===== config.mk =====
export PLATFORM = sky130hd
export DESIGN_NAME = seq_shift_add_multiplier
export DESIGN_NICKNAME = d
export VERILOG_FILES = /design/src/rtl/seq_shift_add_multiplier.sv
export SDC_FILE = /design/constraint.sdc
export NUM_CORES = 1
export LEC_CHECK = 0
export CAP_MARGIN = 20
export CORE_MARGIN = 2
export CORE_UTILIZATION = 43
export DETAILED_ROUTE_END_ITERATION = 8
export PLACE_DENSITY = 0.8
export SETUP_SLACK_MARGIN = 0.05
export SKIP_CTS_REPAIR_TIMING = 1
export SLEW_MARGIN = 5
export SYNTH_ARGS = -nofsm -noshare
export SYNTH_HDL_FRONTEND = slang
export SYNTH_SLANG_ARGS = --single-unit

===== constraint.sdc =====
create_clock -name clk -period 2.4 [get_ports clk]
set_input_delay 0.72 -clock clk [delete_from_list [all_inputs] [get_ports clk]]
set_output_delay 0.72 -clock clk [all_outputs]
set_load 0.02 [all_outputs]

===== src/rtl/seq_shift_add_multiplier.sv =====
// rtl/seq_shift_add_multiplier.sv - sequential shift-and-add 64x64 multiplier (low half), drives external adder
// Optional: define SEQ_MUL_EARLY_EXIT_EN to finish as soon as the remaining multiplier bits are zero.
module seq_shift_add_multiplier #(
  parameter int WIDTH = 64,
  parameter int CNT_W = 7
) (
  input  logic             clk,
  input  logic             reset,
  input  logic             start,
  input  logic [WIDTH-1:0] multiplicand,
  input  logic [WIDTH-1:0] multiplier,
  output logic [WIDTH-1:0] add_in1,
  output logic [WIDTH-1:0] add_in2,
  input  logic [WIDTH-1:0] add_out,
  output logic             busy,
  output logic             done,
  output logic [WIDTH-1:0] product
);

  typedef enum logic [1:0] {IDLE, RUN, DONE} state_t;

  localparam logic [CNT_W-1:0] LAST = CNT_W'(WIDTH - 1);

  state_t           state;
  logic [WIDTH-1:0] acc;
  logic [WIDTH-1:0] mcand;
  logic [WIDTH-1:0] mplier;
  logic [CNT_W-1:0] count;
  logic             in_run;

  // Adder operands are held at zero outside RUN so the shared adder sees no activity.
  assign in_run  = (state == RUN);
  assign add_in1 = in_run ? acc : '0;
  assign add_in2 = (in_run && mplier[0]) ? mcand : '0;

  always_ff @(posedge clk) begin
    if (reset) begin
      state   <= IDLE;
      busy    <= 1'b0;
      done    <= 1'b0;
      product <= '0;
      acc     <= '0;
      mcand   <= '0;
      mplier  <= '0;
      count   <= '0;
    end else begin
      case (state)
        IDLE: begin
          done <= 1'b0;
          if (start) begin
            mcand  <= multiplicand;
            mplier <= multiplier;
            acc    <= '0;
            count  <= '0;
            busy   <= 1'b1;
            state  <= RUN;
          end
        end
        RUN: begin
`ifdef SEQ_MUL_EARLY_EXIT_EN
          if (mplier == '0) begin
            product <= acc;
            busy    <= 1'b0;
            done    <= 1'b1;
            state   <= DONE;
          end else
`endif
          begin
            acc    <= add_out;
            mcand  <= mcand << 1;
            mplier <= mplier >> 1;
            count  <= count + CNT_W'(1);
            if (count == LAST) begin
              product <= add_out;
              busy    <= 1'b0;
              done    <= 1'b1;
              state   <= DONE;
            end
          end
        end
        DONE: begin
          done <= 1'b0;
          if (start) begin
            mcand  <= multiplicand;
            mplier <= multiplier;
            acc    <= '0;
            count  <= '0;
            busy   <= 1'b1;
            state  <= RUN;
          end else begin
            state <= IDLE;
          end
        end
        default: begin
          busy  <= 1'b0;
          done  <= 1'b0;
          state <= IDLE;
        end
      endcase
    end
  end

endmodule


==> results.toml, run 1 <==
[clock_tree]
cts_sinks = 267
cts_tree = "yes"
cts_inserted_buffers = 28
root_buffer = "clkbuf_16"
cts_buffer_depth = 3
ctsHtreeMaxLevel = 1
cts.reportedPaths.clkPinSlew_ps = 60
clk_latency_ps = 540

[sta]
slew_headroom_pct = 31.1
min_period_over_period_pct = 105
skew_ps = 11.0
setup_violations = 112
grt_setup_unrepaired = "true"
hold_viol = 0
fin_crit_ps = 2520
report.final.slew_viol_count = 0
fin_ws_ps = -124
fmax_ghz = 0.396
worstMarginPinSlew_ps = 1030

[placed_design]
portBuffers = 388
gp_congestion = 0.841
place_ws_ps = -25.4
dp_hpwl_um = 23000

[synth]
netlist_area_mm2 = 0.0120
synth-seq-area-share_pct = 44.6
ys_types = 34
ys_warn_count = 0
synth_fp_nets = 1438
synth_seq_cells = 267
synth_area_per_cell_um2 = 9.64
syn_inst = 1242

[outcome]
violations = "setup timing"
status = "finished, violations left"

[critical_path]
r2r_end = "mplier[58]"
cp.required_ps = 1680
crit_path_frequent_cell = "buf_12"
startpoint = "state[0]"
critical_path_class = "reg -> out"
rrSetupSlack_ps = 170
ff2ff_path_depth = 8
cp_cell_sequence = "nor2b_4, buf_12, buf_12, clkbuf_16, and3_1, buf_4"
worstPathArrival_ps = 1800
cp_slowest_cell = "dfxtp_4"
start_kind = "register"
worstPathMaxFanout = 6
timing.rr.start = "state[0]"
crit_end = "add_in2[47]"
critical-path-max-stage-delay_ps = 340
crit_path_end_kind = "primary output"

[floorplanning]
io_pins = 389
initial_utilization_pct = 43.3
die_x_um = 171
die-area_mm2 = 0.0292
num_rows = 61
dieHeight_um = 171
core_area_mm2 = 0.0276

[power]
power.net_switching_w = 0.00321
p_leak_nw = 6.98
p_seq_share_pct = 42.2
internal_power_w = 0.00874
switching_share_pct = 26.9
pwr-share-clk_pct = 38.3
pwr-share-comb_pct = 19.5
power_w = 0.0119
peakVddDrop_uv = 564
p_per_area_mw_per_mm2 = 679

[global_route]
track_usage_pct = 22.4
grt_pass1_vias = 10100
grt_pass1_wl_um = 53700
antenna_found_initial = 0
grt_max_degree = 141
grt_overflow_total = 0

[route]
vias = 10700
routed_wirelength_um = 36800
via_per_inst = 5.44
drt-wirelength-per-cell_um = 18.7
ant_nets = 0
drcViolationCount = 0
drt-initial-drc-count = 747
firstDrtPassIters = 6

[finish]
drive_gt1_share_pct = 16.1
final_common_cell = "dfxtp_1"
layout_common_cells = "266 x dfxtp_1, 259 x clkdlybuf4s50_1, 190 x mux2i_1, 133 x nand2b_1, 127 x nor3_1"
syn_to_final_growth_pct = 46.9
fin_nets = 1770
diodes = 0

[run]
maxCapViolCount = 0

[worst_hold_path]
hold_path_class = "reg -> reg"
hold_depth = 1
power by group through the flow:
stage	sequential (W)	clock [W]	combinational, W
2_1_floorplan	0.00504	0	0.00134
3_3_place_gp	0.00512	0	0.00210
3_5_place_dp	0.00512	0	0.00214
4_1_cts	0.00503	0.00467	0.00216
5_1_grt	0.00508	0.00483	0.00251
6_report	0.00504	0.00457	0.00233
cells in the mapped netlist:
cell | instances | area (µm²)
clkbuf_1 | 78 | 293
or3_1 | 1 | 6.26
nor2b_1 | 2 | 12.5
o211ai_1 | 1 | 7.51
o311a_1 | 1 | 10.0
a211oi_1 | 126 | 946
a21oi_1 | 23 | 115
o21bai_1 | 1 | 7.51
buf_4 | 5 | 37.5
nor2_1 | 1 | 3.75
a311oi_1 | 1 | 8.76
nand4_1 | 1 | 6.26
buf_6 | 5 | 56.3
nor3_1 | 127 | 636
buf_2 | 35 | 175
o22ai_1 | 1 | 6.26
ha_1 | 1 | 12.5
o21ba_1 | 1 | 10.0
dfxtp_1 | 267 | 5350
or4_1 | 2 | 15.0
inv_1 | 2 | 7.51
a22o_1 | 49 | 429
nand2_1 | 20 | 75.1
mux2i_1 | 190 | 1900
nand3_1 | 21 | 105
nor3_2 | 1 | 10.0
o21a_1 | 1 | 7.51
buf_1 | 11 | 41.3
and3_1 | 64 | 400
nor4_2 | 1 | 12.5
o311ai_0 | 3 | 26.3
and2_1 | 65 | 407
nand4b_1 | 1 | 8.76
nand2b_1 | 133 | 832
worst max-delay path, delay by kind of cell (launching register included):
family	cells	cell delay [ps]
DFF	1	340
buffers and inverters	4	530
and+or+nand+nor	2	380
per-layer routing:
metal / global-route usage [%] / up-vias / wire length (µm)
met5: 0 / - / 0
met4: 7.89 / 0 / 1100
met3: 4.51 / 69 / 2380
met2: 36.6 / 360 / 17800
met1: 29.3 / 5150 / 15600
li1: - / 5146 / -
through the flow:
step / hold slack [ps] / util [%] / instances / TNS (ps) / area (µm²)
after floorplan: 434 / - / 1242 / 0 / 12000
after global placement: 448 / 58.7 / 1904 / -10.0 / 16200
after detailed placement: 446 / 58.8 / 1905 / -41.0 / 16200
after CTS: 463 / 62.4 / 1956 / -71190 / 17200
after global routing: 480 / 63.7 / 1973 / -17850 / 17600
final: 462 / 63.7 / 1973 / -8560 / 17600
sequential cells by signal, indices dropped and copies added (netlist names):
register / cells
mplier: 64
mcand: 64
product: 64
state: 2
done: 1
busy: 1
acc: 64
count: 7
layout make-up:
cell class	instances	area, µm²
Fill cell	2225	10000
Multi-Input combinational cell	839	6190
Inverter	2	7.51
Clock buffer	42	845
Clock inverter	9	138
Sequential cell	267	5350
Tap cell	378	473
Timing Repair Buffer	436	4590
kinds of logic (layout without fill, tap and decap cells):
group,after synthesis,after routing,share of synthesized area [%]
muxes,190,190,15.9
and+or+nand+nor,440,440,21.1
adders and majority gates,1,1,0.104
AOI/OAI and AO/OA,208,208,13.1
buffers and inverters,136,489,5.10
DFF,267,267,44.6
worst min-delay path by stage:
stage	from	to	slack [ps]
floorplan	acc[0]	acc[0]	430
global placement	acc[30]	acc[30]	450
detailed placement	acc[24]	acc[24]	450
CTS	acc[63]	acc[63]	460
global route	mplier[63]	mplier[63]	480
finish	acc[9]	acc[9]	460
No activity file was read; power rests on OpenSTA's default activity.
==> run 2: changes to the inputs <==
--- a/config.mk
+++ b/config.mk
@@ -5,7 +5,6 @@
 export SDC_FILE = /design/constraint.sdc
 export NUM_CORES = 1
 export LEC_CHECK = 0
-export CAP_MARGIN = 20
 export CORE_MARGIN = 2
 export CORE_UTILIZATION = 43
 export DETAILED_ROUTE_END_ITERATION = 8
@@ -16,3 +15,4 @@
 export SYNTH_ARGS = -nofsm -noshare
 export SYNTH_HDL_FRONTEND = slang
 export SYNTH_SLANG_ARGS = --single-unit
+export TNS_END_PERCENT = 1
==> run 2 against run 1 <==
  * The flow still finishes with violations (setup timing)
  * Clock-buffer cell count unchanged
  * Utilization is 0.57 points lower
  * Non-clock buffer count is 10 lower
  * Clock skew rose by 3.0 ps
  * First-iteration DRC count grew 0.40%
  * Power is 1.3% lower
  * Combinational power decreased by 2%
  * Hold slack better by 0.69 ps
  * Critical endpoint is now add_in2[22]
  * Largest cell class unchanged
  * Largest power group unchanged
==> results.toml, run 2 (synthesis results as in run 1) <==
[route]
routed_wirelength_um = 36200
drt-wirelength-per-cell_um = 18.5
firstDrtPassIters = 5
drt-initial-drc-count = 750
ant_nets = 0
drcViolationCount = 0
via_per_inst = 5.45
vias = 10700

[critical_path]
worstPathArrival_ps = 1750
start_kind = "register"
critical-path-max-stage-delay_ps = 340
crit_path_end_kind = "primary output"
critical_path_class = "reg -> out"
cp_slowest_cell = "dfxtp_4"
worstPathMaxFanout = 22
cp.required_ps = 1680
rrSetupSlack_ps = 220
cp_cell_sequence = "nor2b_4, buf_12, clkbuf_16, and3_1, clkbuf_2"

[floorplanning]
die_x_um = 171
num_rows = 61
core_area_mm2 = 0.0276
die-area_mm2 = 0.0292
dieHeight_um = 171
initial_utilization_pct = 43.3
io_pins = 389

[worst_hold_path]
hold_path_class = "reg -> reg"

[run]
maxCapViolCount = 0

[sta]
skew_ps = 14.0
worstMarginPinSlew_ps = 1250
report.final.slew_viol_count = 0
hold_viol = 0
grt_setup_unrepaired = "true"
slew_headroom_pct = 16.5
fmax_ghz = 0.404
min_period_over_period_pct = 103
fin_crit_ps = 2470
fin_ws_ps = -74.0
setup_violations = 116

[power]
switching_share_pct = 26.9
p_leak_nw = 6.80
pwr-share-clk_pct = 37.9
p_per_area_mw_per_mm2 = 676
p_seq_share_pct = 42.8
power.net_switching_w = 0.00317
power_w = 0.0118
internal_power_w = 0.00862
peakVddDrop_uv = 413
pwr-share-comb_pct = 19.3

[global_route]
grt_overflow_total = 0
track_usage_pct = 22.5
grt_max_degree = 141
antenna_found_initial = 0
grt_pass1_vias = 10300
grt_pass1_wl_um = 54200

[outcome]
status = "finished, violations left"
violations = "setup timing"

[clock_tree]
ctsHtreeMaxLevel = 1
cts_buffer_depth = 3
cts.reportedPaths.clkPinSlew_ps = 60
cts_inserted_buffers = 29
root_buffer = "clkbuf_16"
clk_latency_ps = 550
cts_tree = "yes"
cts_sinks = 267

[placed_design]
dp_hpwl_um = 23000
gp_congestion = 0.841
place_ws_ps = -11.0
portBuffers = 388

[finish]
layout_common_cells = "266 x dfxtp_1, 259 x clkdlybuf4s50_1, 190 x mux2i_1, 133 x nand2b_1, 127 x nor3_1"
final_common_cell = "dfxtp_1"
drive_gt1_share_pct = 15.7
syn_to_final_growth_pct = 45.6
diodes = 0
fin_nets = 1761
[run 2: critical path, delay by kind of cell (launching register included)]
family	cells	cell delay, ps
and+or+nand+nor	2	310
DFF	1	340
buffers and inverters	3	540
[run 2: power by group through the flow]
stage	clock network (W)	registers, W	logic, W
after floorplan	0	0.00504	0.00134
after global placement	0	0.00512	0.00210
after detailed placement	0	0.00513	0.00214
after CTS	0.00456	0.00503	0.00215
after global routing	0.00475	0.00508	0.00247
final	0.00447	0.00504	0.00228
[run 2: final timing paths]
check,cells past startpoint,startpoint,endpoint
min reg2reg,2,acc[63],acc[63]
min,2,acc[63],acc[63]
max reg2reg,6,state[0],mplier[38]
max,5,state[0],add_in2[22]
[run 2: per-layer routing]
metal / share of wire, % / vias to the layer above / track usage [%]
met5: 0 / - / 0
met4: 3.9 / 0 / 8.51
met3: 6.5 / 87 / 4.53
met2: 47 / 375 / 36.7
met1: 42 / 5099 / 29.5
li1: - / 5123 / -
[run 2: layout make-up]
class	count	area, µm²
inverter	2	7.51
fill	2252	10200
clock buffer	42	855
multi-input combinational	839	6150
tap	378	473
timing repair buffer	426	4500
clock inverter	7	100
sequential	267	5350
[run 2: per-stage QoR]
step	std cells	util [%]	hold slack, ps	TNS [ps]	instance area [µm²]
2_1_floorplan	1242	-	434	0	12000
3_3_place_gp	1904	58.7	448	-10.0	16200
3_5_place_dp	1904	58.7	448	-29.4	16200
4_1_cts	1953	62.2	462	-73250	17200
5_1_grt	1961	63.1	480	-13930	17400
6_report	1961	63.1	462	-4540	17400
